## config.mk

```make
export PLATFORM = sky130hd
export DESIGN_NAME = mult_div_ctrl_flat
export DESIGN_NICKNAME = d
export VERILOG_FILES = /design/src/rtl/mult_div_ctrl_if.sv /design/src/rtl/mult_div_ctrl.sv /design/src/flat_wrapper.sv
export SDC_FILE = /design/constraint.sdc
export NUM_CORES = 1
export LEC_CHECK = 0
export BUFFER_PORTS_ARGS = -buffer_cell sky130_fd_sc_hd__buf_2
export CAP_MARGIN = 20
export CORE_UTILIZATION = 63
export CTS_BUF_LIST = sky130_fd_sc_hd__clkbuf_2
export CTS_CLUSTER_SIZE = 25
export DETAILED_ROUTE_END_ITERATION = 10
export PLACE_DENSITY = 0.83
export RECOVER_POWER = 25
export SYNTH_ARGS = -nofsm -noshare
export SYNTH_HDL_FRONTEND = slang
export SYNTH_SLANG_ARGS = --single-unit
```

## constraint.sdc

```tcl
create_clock -name clk -period 4.51 [get_ports clk]
set_input_delay 0.902 -clock clk [delete_from_list [all_inputs] [get_ports clk]]
set_output_delay 0.902 -clock clk [all_outputs]
set_load 0.01 [all_outputs]
```

## src/rtl/mult_div_ctrl_if.sv

```systemverilog
// Request/result bundle between the main multicycle controller (master)
// and the MULT/DIV sequencer (slave).
interface mult_div_ctrl_if #(
    parameter int WIDTH = 32
);
    logic             start;
    logic [1:0]       op;
    logic [WIDTH-1:0] a;
    logic [WIDTH-1:0] b;
    logic             busy;
    logic             done;
    logic             div_by_zero;
    logic [WIDTH-1:0] hi;
    logic [WIDTH-1:0] lo;

    modport master (
        output start, op, a, b,
        input  busy, done, div_by_zero, hi, lo
    );

    modport slave (
        input  start, op, a, b,
        output busy, done, div_by_zero, hi, lo
    );
endinterface

```

## src/rtl/mult_div_ctrl.sv

```systemverilog
// Multicycle MULT/MULTU/DIV/DIVU sequencer: shift-add multiply or restoring
// divide on operand magnitudes, one bit per clock, with sign fix-up at the end.
module mult_div_ctrl #(
    parameter int WIDTH = 32
) (
    input  logic            clk,
    input  logic            reset_n,
    mult_div_ctrl_if.slave  bus
);
    localparam int CW = (WIDTH > 1) ? $clog2(WIDTH) : 1;

    typedef enum logic [1:0] {S_IDLE, S_PREP, S_RUN, S_FIX} state_t;

    state_t             state_q;
    logic [1:0]         op_q;
    logic [WIDTH-1:0]   a_q;
    logic [WIDTH-1:0]   b_q;
    logic [WIDTH-1:0]   opnd_q;      // multiplicand or divisor magnitude
    logic [2*WIDTH-1:0] acc_q;       // mult: product:multiplier, div: remainder:quotient
    logic [CW-1:0]      cnt_q;
    logic               neg_res_q;   // product / quotient sign
    logic               neg_rem_q;   // remainder follows the dividend
    logic               dbz_q;
    logic               busy_q;
    logic               done_q;
    logic               dbz_out_q;
    logic [WIDTH-1:0]   hi_q;
    logic [WIDTH-1:0]   lo_q;

    logic               is_signed;
    logic               is_div;
    logic               a_neg;
    logic               b_neg;
    logic [WIDTH-1:0]   a_mag;
    logic [WIDTH-1:0]   b_mag;
    logic [WIDTH:0]     mul_sum;
    logic [2*WIDTH-1:0] mul_acc_d;
    logic [WIDTH:0]     rem_sh;
    logic [WIDTH:0]     rem_diff;
    logic               rem_ge;
    logic [2*WIDTH-1:0] div_acc_d;
    logic [2*WIDTH-1:0] prod_d;
    logic [WIDTH-1:0]   quo_d;
    logic [WIDTH-1:0]   rem_d;

    // Operand magnitudes, one multiply/divide step, and sign-corrected results.
    always_comb begin
        is_signed = ~op_q[0];
        is_div    = op_q[1];
        a_neg     = is_signed & a_q[WIDTH-1];
        b_neg     = is_signed & b_q[WIDTH-1];
        a_mag     = a_neg ? -a_q : a_q;
        b_mag     = b_neg ? -b_q : b_q;

        // Carry out of the upper-half add lands in the MSB after the shift.
        mul_sum   = {1'b0, acc_q[2*WIDTH-1:WIDTH]} + (acc_q[0] ? {1'b0, opnd_q} : '0);
        mul_acc_d = {mul_sum, acc_q[WIDTH-1:1]};

        // Shifted remainder needs WIDTH+1 bits: it can exceed the divisor's range.
        rem_sh    = acc_q[2*WIDTH-1:WIDTH-1];
        rem_diff  = rem_sh - {1'b0, opnd_q};
        rem_ge    = (rem_sh >= {1'b0, opnd_q});
        div_acc_d = {(rem_ge ? rem_diff[WIDTH-1:0] : rem_sh[WIDTH-1:0]),
                     acc_q[WIDTH-2:0], rem_ge};

        prod_d    = neg_res_q ? -acc_q : acc_q;
        quo_d     = neg_res_q ? -acc_q[WIDTH-1:0] : acc_q[WIDTH-1:0];
        rem_d     = neg_rem_q ? -acc_q[2*WIDTH-1:WIDTH] : acc_q[2*WIDTH-1:WIDTH];
    end

    // Sequencer FSM with registered handshake and result outputs.
    always_ff @(posedge clk or negedge reset_n) begin
        if (!reset_n) begin
            state_q   <= S_IDLE;
            op_q      <= '0;
            a_q       <= '0;
            b_q       <= '0;
            opnd_q    <= '0;
            acc_q     <= '0;
            cnt_q     <= '0;
            neg_res_q <= 1'b0;
            neg_rem_q <= 1'b0;
            dbz_q     <= 1'b0;
            busy_q    <= 1'b0;
            done_q    <= 1'b0;
            dbz_out_q <= 1'b0;
            hi_q      <= '0;
            lo_q      <= '0;
        end else begin
            done_q    <= 1'b0;
            dbz_out_q <= 1'b0;
            case (state_q)
                S_IDLE: begin
                    if (bus.start) begin
                        op_q    <= bus.op;
                        a_q     <= bus.a;
                        b_q     <= bus.b;
                        busy_q  <= 1'b1;
                        state_q <= S_PREP;
                    end
                end
                S_PREP: begin
                    neg_res_q <= a_neg ^ b_neg;
                    neg_rem_q <= a_neg;
                    cnt_q     <= '0;
                    if (is_div) begin
                        acc_q  <= {{WIDTH{1'b0}}, a_mag};
                        opnd_q <= b_mag;
                    end else begin
                        acc_q  <= {{WIDTH{1'b0}}, b_mag};
                        opnd_q <= a_mag;
                    end
                    if (is_div && (b_q == '0)) begin
                        dbz_q   <= 1'b1;
                        state_q <= S_FIX;
                    end else begin
                        dbz_q   <= 1'b0;
                        state_q <= S_RUN;
                    end
                end
                S_RUN: begin
                    acc_q <= is_div ? div_acc_d : mul_acc_d;
                    cnt_q <= cnt_q + CW'(1);
                    if (cnt_q == CW'(WIDTH - 1)) begin
                        state_q <= S_FIX;
                    end
                end
                S_FIX: begin
                    if (dbz_q) begin
                        hi_q <= a_q;
                        lo_q <= '1;
                    end else if (is_div) begin
                        hi_q <= rem_d;
                        lo_q <= quo_d;
                    end else begin
                        hi_q <= prod_d[2*WIDTH-1:WIDTH];
                        lo_q <= prod_d[WIDTH-1:0];
                    end
                    done_q    <= 1'b1;
                    dbz_out_q <= dbz_q;
                    busy_q    <= 1'b0;
                    state_q   <= S_IDLE;
                end
                default: state_q <= S_IDLE;
            endcase
        end
    end

    assign bus.busy        = busy_q;
    assign bus.done        = done_q;
    assign bus.div_by_zero = dbz_out_q;
    assign bus.hi          = hi_q;
    assign bus.lo          = lo_q;
endmodule

```

## src/flat_wrapper.sv

```systemverilog
// flat-port wrapper written by rule: the top's interface ports become plain ports
module mult_div_ctrl_flat 
#(
    parameter int WIDTH = 32
)
  (clk, reset_n, bus_start, bus_op, bus_a, bus_b, bus_busy, bus_done, bus_div_by_zero, bus_hi, bus_lo);
  mult_div_ctrl_if #(.WIDTH(WIDTH)) bus_i ();
  input  logic clk;
  input  logic reset_n;
  input wire logic [$bits(bus_i.start)-1:0] bus_start;
  input wire logic [$bits(bus_i.op)-1:0] bus_op;
  input wire logic [$bits(bus_i.a)-1:0] bus_a;
  input wire logic [$bits(bus_i.b)-1:0] bus_b;
  output wire logic [$bits(bus_i.busy)-1:0] bus_busy;
  output wire logic [$bits(bus_i.done)-1:0] bus_done;
  output wire logic [$bits(bus_i.div_by_zero)-1:0] bus_div_by_zero;
  output wire logic [$bits(bus_i.hi)-1:0] bus_hi;
  output wire logic [$bits(bus_i.lo)-1:0] bus_lo;
  assign bus_i.start = bus_start;
  assign bus_i.op = bus_op;
  assign bus_i.a = bus_a;
  assign bus_i.b = bus_b;
  assign bus_busy = bus_i.busy;
  assign bus_done = bus_i.done;
  assign bus_div_by_zero = bus_i.div_by_zero;
  assign bus_hi = bus_i.hi;
  assign bus_lo = bus_i.lo;
  mult_div_ctrl #(.WIDTH(WIDTH)) u_core (.clk(clk), .reset_n(reset_n), .bus(bus_i));
endmodule
```

==> impl_metrics.yaml, run 1 <==
die:
  die_w_um: 169
  ios: 136
  rows: 60
  coreArea_um2: 27100
  dieHeight_um: 169
  start_util_pct: 64.5
  dieArea_um2: 28400
synthesis:
  synthArstFlopShare_pct: 100
  netlist_top_cells_area: "dfrtp_1 (34%), ha_1 (5.3%), xnor2_1 (5.2%)"
  synth_area_um2: 17500
  ys_warn_count: 0
  synth-seq-area-share_pct: 34.2
  synthCells: 1993
  yosys.area.top_type: "dfrtp_1"
  synth_nets: 2138
  yosys_most_used_dff: "dfrtp_1"
  synth_top_area_share_pct: 34.2
  synth_edf_count: 0
  ys_ff_latch: 239
  netlist-cell-type-count: 84
  syn_avg_cell_area_um2: 8.77
placement:
  dpl_cell_area_um2: 18300
  place_inst: 2405
  gp_congestion: 1.04
  dp_hpwl_um: 42600
  port_buffers: 135
timing:
  max_freq_mhz: 248
  maxSlewViolCount: 170
  slew_headroom_pct: -83.0
  setup_tns_ns: 0
  min_period_ns: 4.03
  fin_skew_ns: 0.0889
  setup_viol: 0
  period_share_pct: 89.4
  tightest_slew_ns: 2.75
  grt_setup_unrepaired: "false"
  hold_viol_final: 0
grt:
  grt_pass1_vias: 16000
  grt.total_usage_pct: 40.8
  overflow: 0
  grt_max_degree: 109
  grt_pass1_wl_um: 88900
  antenna_found_initial: 3
clock_network:
  cts.repair.resized: 0
  cts_max_path_buffers: 3
  holdBufCountCts: 0
  cts_root_buf: "clkbuf_2"
  cts_tree: "yes"
  numCtsBuffers: 66
  insertion_delay_ns: 0.90
  cts.sinks: 239
  clk_pin_slew_ns: 0.09
  post_cts_buffers: 0
  htreeDepth: 3
setup_path:
  crit_start: "u_core.acc_q[34]"
  cp_top_family: "compound AO/OA/AOI/OAI gates"
  r2r_end: "u_core.acc_q[63]"
  critPathMaxFanout: 21
  cpPeakStageDelay_ns: 0.65
  path_depth: 11
  timing.setup.critical_path_class: "flop to flop"
  r2r-start: "u_core.acc_q[34]"
  path_cells: "ha_1 > a21o_1 > a21oi_1 > nand3_1 > a31oi_1 > a21boi_1 > o211ai_2 > nand2_1 > buf_4 > o311ai_0 > o2bb2ai_1"
  r2r_setup_slack_ns: 0.48
  critPathSlowestCell: "o211ai_2"
  reg2reg_depth: 11
  critPathRequiredTime_ns: 5.24
  worstPathArrival_ns: 4.76
  critical_path.endpoint: "u_core.acc_q[63]"
  cp_num_buf_inv: 1
  cp-start-kind: "flop"
  cp-end-kind: "flop"
layout:
  nNetsFinal: 2246
  area_growth_pct: 7.82
  regArea_um2: 5980
  final_layout_size_suffix_gt1_share_pct: 17.9
  stdcell_area_um2: 18800
  multi_input_area_um2: 10700
  nFillCells: 2210
  stdcell_count: 2510
route:
  vias: 16800
  routed_wl_um: 57500
  ant_nets: 0
  firstDrtPassIters: 5
  drc: 0
  routed_via_density: 6.69
  wire_per_inst_um: 22.9
  drt_iter0_drc: 2074
run:
  drv_cap: 2
hold_path:
  hold_class: "primary input to flop"
run_status:
  failed_checks: "max-capacitance violations, max-slew violations"
  status: "complete, but fails checks"
## stage by stage
step | utilization, % | hold WS (ns) | setup slack (ns)
global route | 69.5 | 0.192 | 0.234
global placement | 67.7 | 0.475 | 0.771
floorplan | - | 0.470 | 1.30
detailed placement | 67.7 | 0.482 | 0.701
finish | 69.5 | 0.242 | 0.478
CTS | 69.6 | 0.0682 | 0.677
## worst min path at each step
stage | from | endpoint | slack (ns) | cells after the start
floorplan | u_core.cnt_q[2] | u_core.cnt_q[2] | 0.47 | 1
global placement | u_core.bus.lo[22] | u_core.bus.lo[22] | 0.47 | 1
detailed placement | u_core.bus.lo[28] | u_core.bus.lo[28] | 0.48 | 1
CTS | reset_n | u_core.opnd_q[10] | 0.07 | 1
global route | bus_b[12] | u_core.b_q[12] | 0.19 | 2
finish | bus_b[2] | u_core.b_q[2] | 0.24 | 2
## placed cells by master (no fill, tap or decap), drive strengths merged, types with 17 or more instances in the layout
master and count:
dfrtp 239, nand3 36, mux2i 49, mux2 73, nor2b 23, buf 160, nand2b 23, o21ai 141
xnor2 103, nand2 127, clkbuf 96, a21o 46, ha 74, o31ai 17, nor4 20, o211ai 28
or3 21, nand4 20, o22a 31, inv 80, a31oi 36, nor3 35, xor2 68, a21oi 151
nor2 232
## sequential cells by signal, indices dropped and copies added (netlist names)
| register | cells |
|---|---|
| u_core.a_q | 32 |
| u_core.acc_q | 64 |
| u_core.b_q | 32 |
| u_core.bus.busy | 1 |
| u_core.bus.div_by_zero | 1 |
| u_core.bus.done | 1 |
| u_core.bus.hi | 32 |
| u_core.bus.lo | 32 |
| u_core.cnt_q | 5 |
| u_core.dbz_q | 1 |
| u_core.neg_rem_q | 1 |
| u_core.neg_res_q | 1 |
| u_core.op_q | 2 |
| u_core.opnd_q | 32 |
| u_core.state_q | 2 |
## Yosys cell counts (all sizes together), types with 20 or more instances
cell type / n
dfrtp: 239
nor2: 232
a21oi: 151
o21ai: 141
nand2: 127
xnor2: 103
clkbuf: 95
inv: 77
ha: 74
mux2: 73
xor2: 68
mux2i: 49
a21o: 46
a31oi: 36
nand3: 36
nor3: 35
o22a: 31
o211ai: 28
buf: 26
nand2b: 23
nor2b: 23
or3: 21
nand4: 20
nor4: 20
## final cells by class
cell class / instances / area share (%)
tap: 372 / 2.47
clock buffer: 94 / 2.50
inverter: 77 / 1.53
clock inverter: 9 / 0.339
sequential: 239 / 31.7
multi-input combinational: 1555 / 56.8
timing repair buffer: 162 / 4.65
antenna: 2 / 0.0266
## cell families (layout without fill, tap and decap cells)
kind of cell	Yosys count	in the layout	synth area share [%]
AO/OA/AOI/OAI	573	573	21.1
XOR/XNOR	171	171	8.57
adder cells (fa/ha/maj)	76	76	5.53
buffers and inverters	199	342	4.70
flip-flops	239	239	34.2
multiplexers	138	138	9.63
other	0	2	0
AND/OR/NAND/NOR	597	597	16.2
## per-layer routing
layer	vias to the layer above	track usage, %	share of wire [%]
li1	7435	-	-
met5	-	0	0.023
met1	8005	53.6	40
met3	254	9.38	10
met2	1095	61.1	43
met4	2	25.8	6.7
Power of run 1 is not shown: default switching activity piles up to over one toggle a cycle in this logic, so the estimate is an artifact.
==> inputs of run 2 (changes only) <==
CORE_UTILIZATION = 62   (was 63)
CTS_BUF_LIST = sky130_fd_sc_hd__clkbuf_16   (was sky130_fd_sc_hd__clkbuf_2)
PLACE_DENSITY = 0.82   (was 0.83)
==> impl_metrics.yaml, run 2 (synthesis results as in run 1) <==
run_status:
  failed_checks: "max-capacitance violations, max-slew violations"
  status: "complete, but fails checks"
route:
  ant_nets: 0
  routed_via_density: 6.67
  routed_wl_um: 58400
  firstDrtPassIters: 9
  drt_iter0_drc: 2157
  wire_per_inst_um: 23.7
  vias: 16400
  drc: 0
setup_path:
  cp-start-kind: "flop"
  critPathRequiredTime_ns: 4.92
  r2r_setup_slack_ns: 0.52
  timing.setup.critical_path_class: "flop to flop"
  worstPathArrival_ns: 4.40
  critPathMaxFanout: 17
  cp-end-kind: "flop"
clock_network:
  htreeDepth: 1
  cts.sinks: 239
  post_cts_buffers: 0
  cts.repair.resized: 0
  holdBufCountCts: 0
  clk_pin_slew_ns: 0.06
  numCtsBuffers: 27
  cts_max_path_buffers: 3
  cts_tree: "yes"
  insertion_delay_ns: 0.55
  cts_root_buf: "clkbuf_16"
die:
  coreArea_um2: 27800
  start_util_pct: 62.9
  dieHeight_um: 170
  rows: 61
  die_w_um: 170
  dieArea_um2: 28900
  ios: 136
timing:
  max_freq_mhz: 251
  tightest_slew_ns: 3.00
  fin_skew_ns: 0.0110
  maxSlewViolCount: 170
  min_period_ns: 3.99
  setup_tns_ns: 0
  setup_viol: 0
  grt_setup_unrepaired: "false"
  fin_ws_ns: 0.524
  period_share_pct: 88.4
  hold_viol_final: 0
  slew_headroom_pct: -100
placement:
  dp_hpwl_um: 43300
  place_inst: 2414
  gp_congestion: 0.992
  post-place-ws_ns: 0.711
  port_buffers: 135
layout:
  antenna_cells: 0
  final_cell_mix: "dfrtp_1 (238), nor2_1 (231), a21oi_1 (151)"
  area_growth_pct: 9.98
  stdcell_count: 2463
  nNetsFinal: 2211
  mostFrequentLayoutCell: "dfrtp_1"
  top_register: "u_core.acc_q"
  nFillCells: 2276
  multi_input_area_um2: 10700
  regArea_um2: 5980
  largest_reg_flops: 64
  final_layout_size_suffix_gt1_share_pct: 15.7
hold_path:
  hold_class: "flop to flop"
grt:
  grt_max_degree: 118
  antenna_found_initial: 1
  grt_pass1_wl_um: 89700
  grt_pass1_vias: 15500
  overflow: 0
  grt.total_usage_pct: 40.6
run:
  drv_cap: 2
-- run 2: area by class of cell --
| class | instances | area share [%] |
|---|---|---|
| Inverter | 77 | 1.50 |
| Clock inverter | 21 | 0.996 |
| Clock buffer | 27 | 3.51 |
| Sequential cell | 239 | 31.1 |
| Tap cell | 378 | 2.46 |
| Multi-Input combinational cell | 1555 | 55.6 |
| Timing Repair Buffer | 166 | 4.84 |
-- run 2: worst paths after layout --
check | endpoint | start | cells after the start
min in group asynchronous | u_core.bus.busy | reset_n | 1
setup / recovery | u_core.bus.hi[6] | u_core.acc_q[0] | 11
setup reg to reg | u_core.bus.hi[6] | u_core.acc_q[0] | 11
hold / removal | u_core.bus.lo[23] | u_core.bus.lo[23] | 1
hold reg to reg | u_core.bus.lo[23] | u_core.bus.lo[23] | 1
max in group asynchronous | u_core.acc_q[10] | reset_n | 1
-- run 2: per-layer routing --
metal / vias to the layer above / part of all wire [%] / global-route usage, %
li1: 7337 / - / -
met1: 7896 / 40 / 54.8
met2: 1024 / 45 / 62.8
met3: 176 / 9.9 / 7.07
met4: 0 / 5.4 / 20.5
met5: - / 0 / 0
-- run 2: stage by stage --
stage                     hold WS (ns)  utilization (%)  cell area (um^2)
after floorplan                  0.470                -             17500
after global placement           0.476             66.1             18400
after detailed placement         0.483             66.1             18400
after CTS                        0.484             69.3             19200
after global routing             0.509             69.2             19200
final                            0.489             69.2             19200
-- run 2: worst max-delay path, stage by stage (launching register included) --
cell	delay, ns
dfrtp_1	0.46
inv_1	0.57
ha_1	0.33
nor2b_1	0.22
nand4_1	0.36
nor4_1	0.73
a21oi_1	0.40
a21oi_1	0.31
xor2_1	0.20
nor2_1	0.06
a21oi_1	0.14
a21oi_1	0.08
Power of run 2 is left out for the same reason.
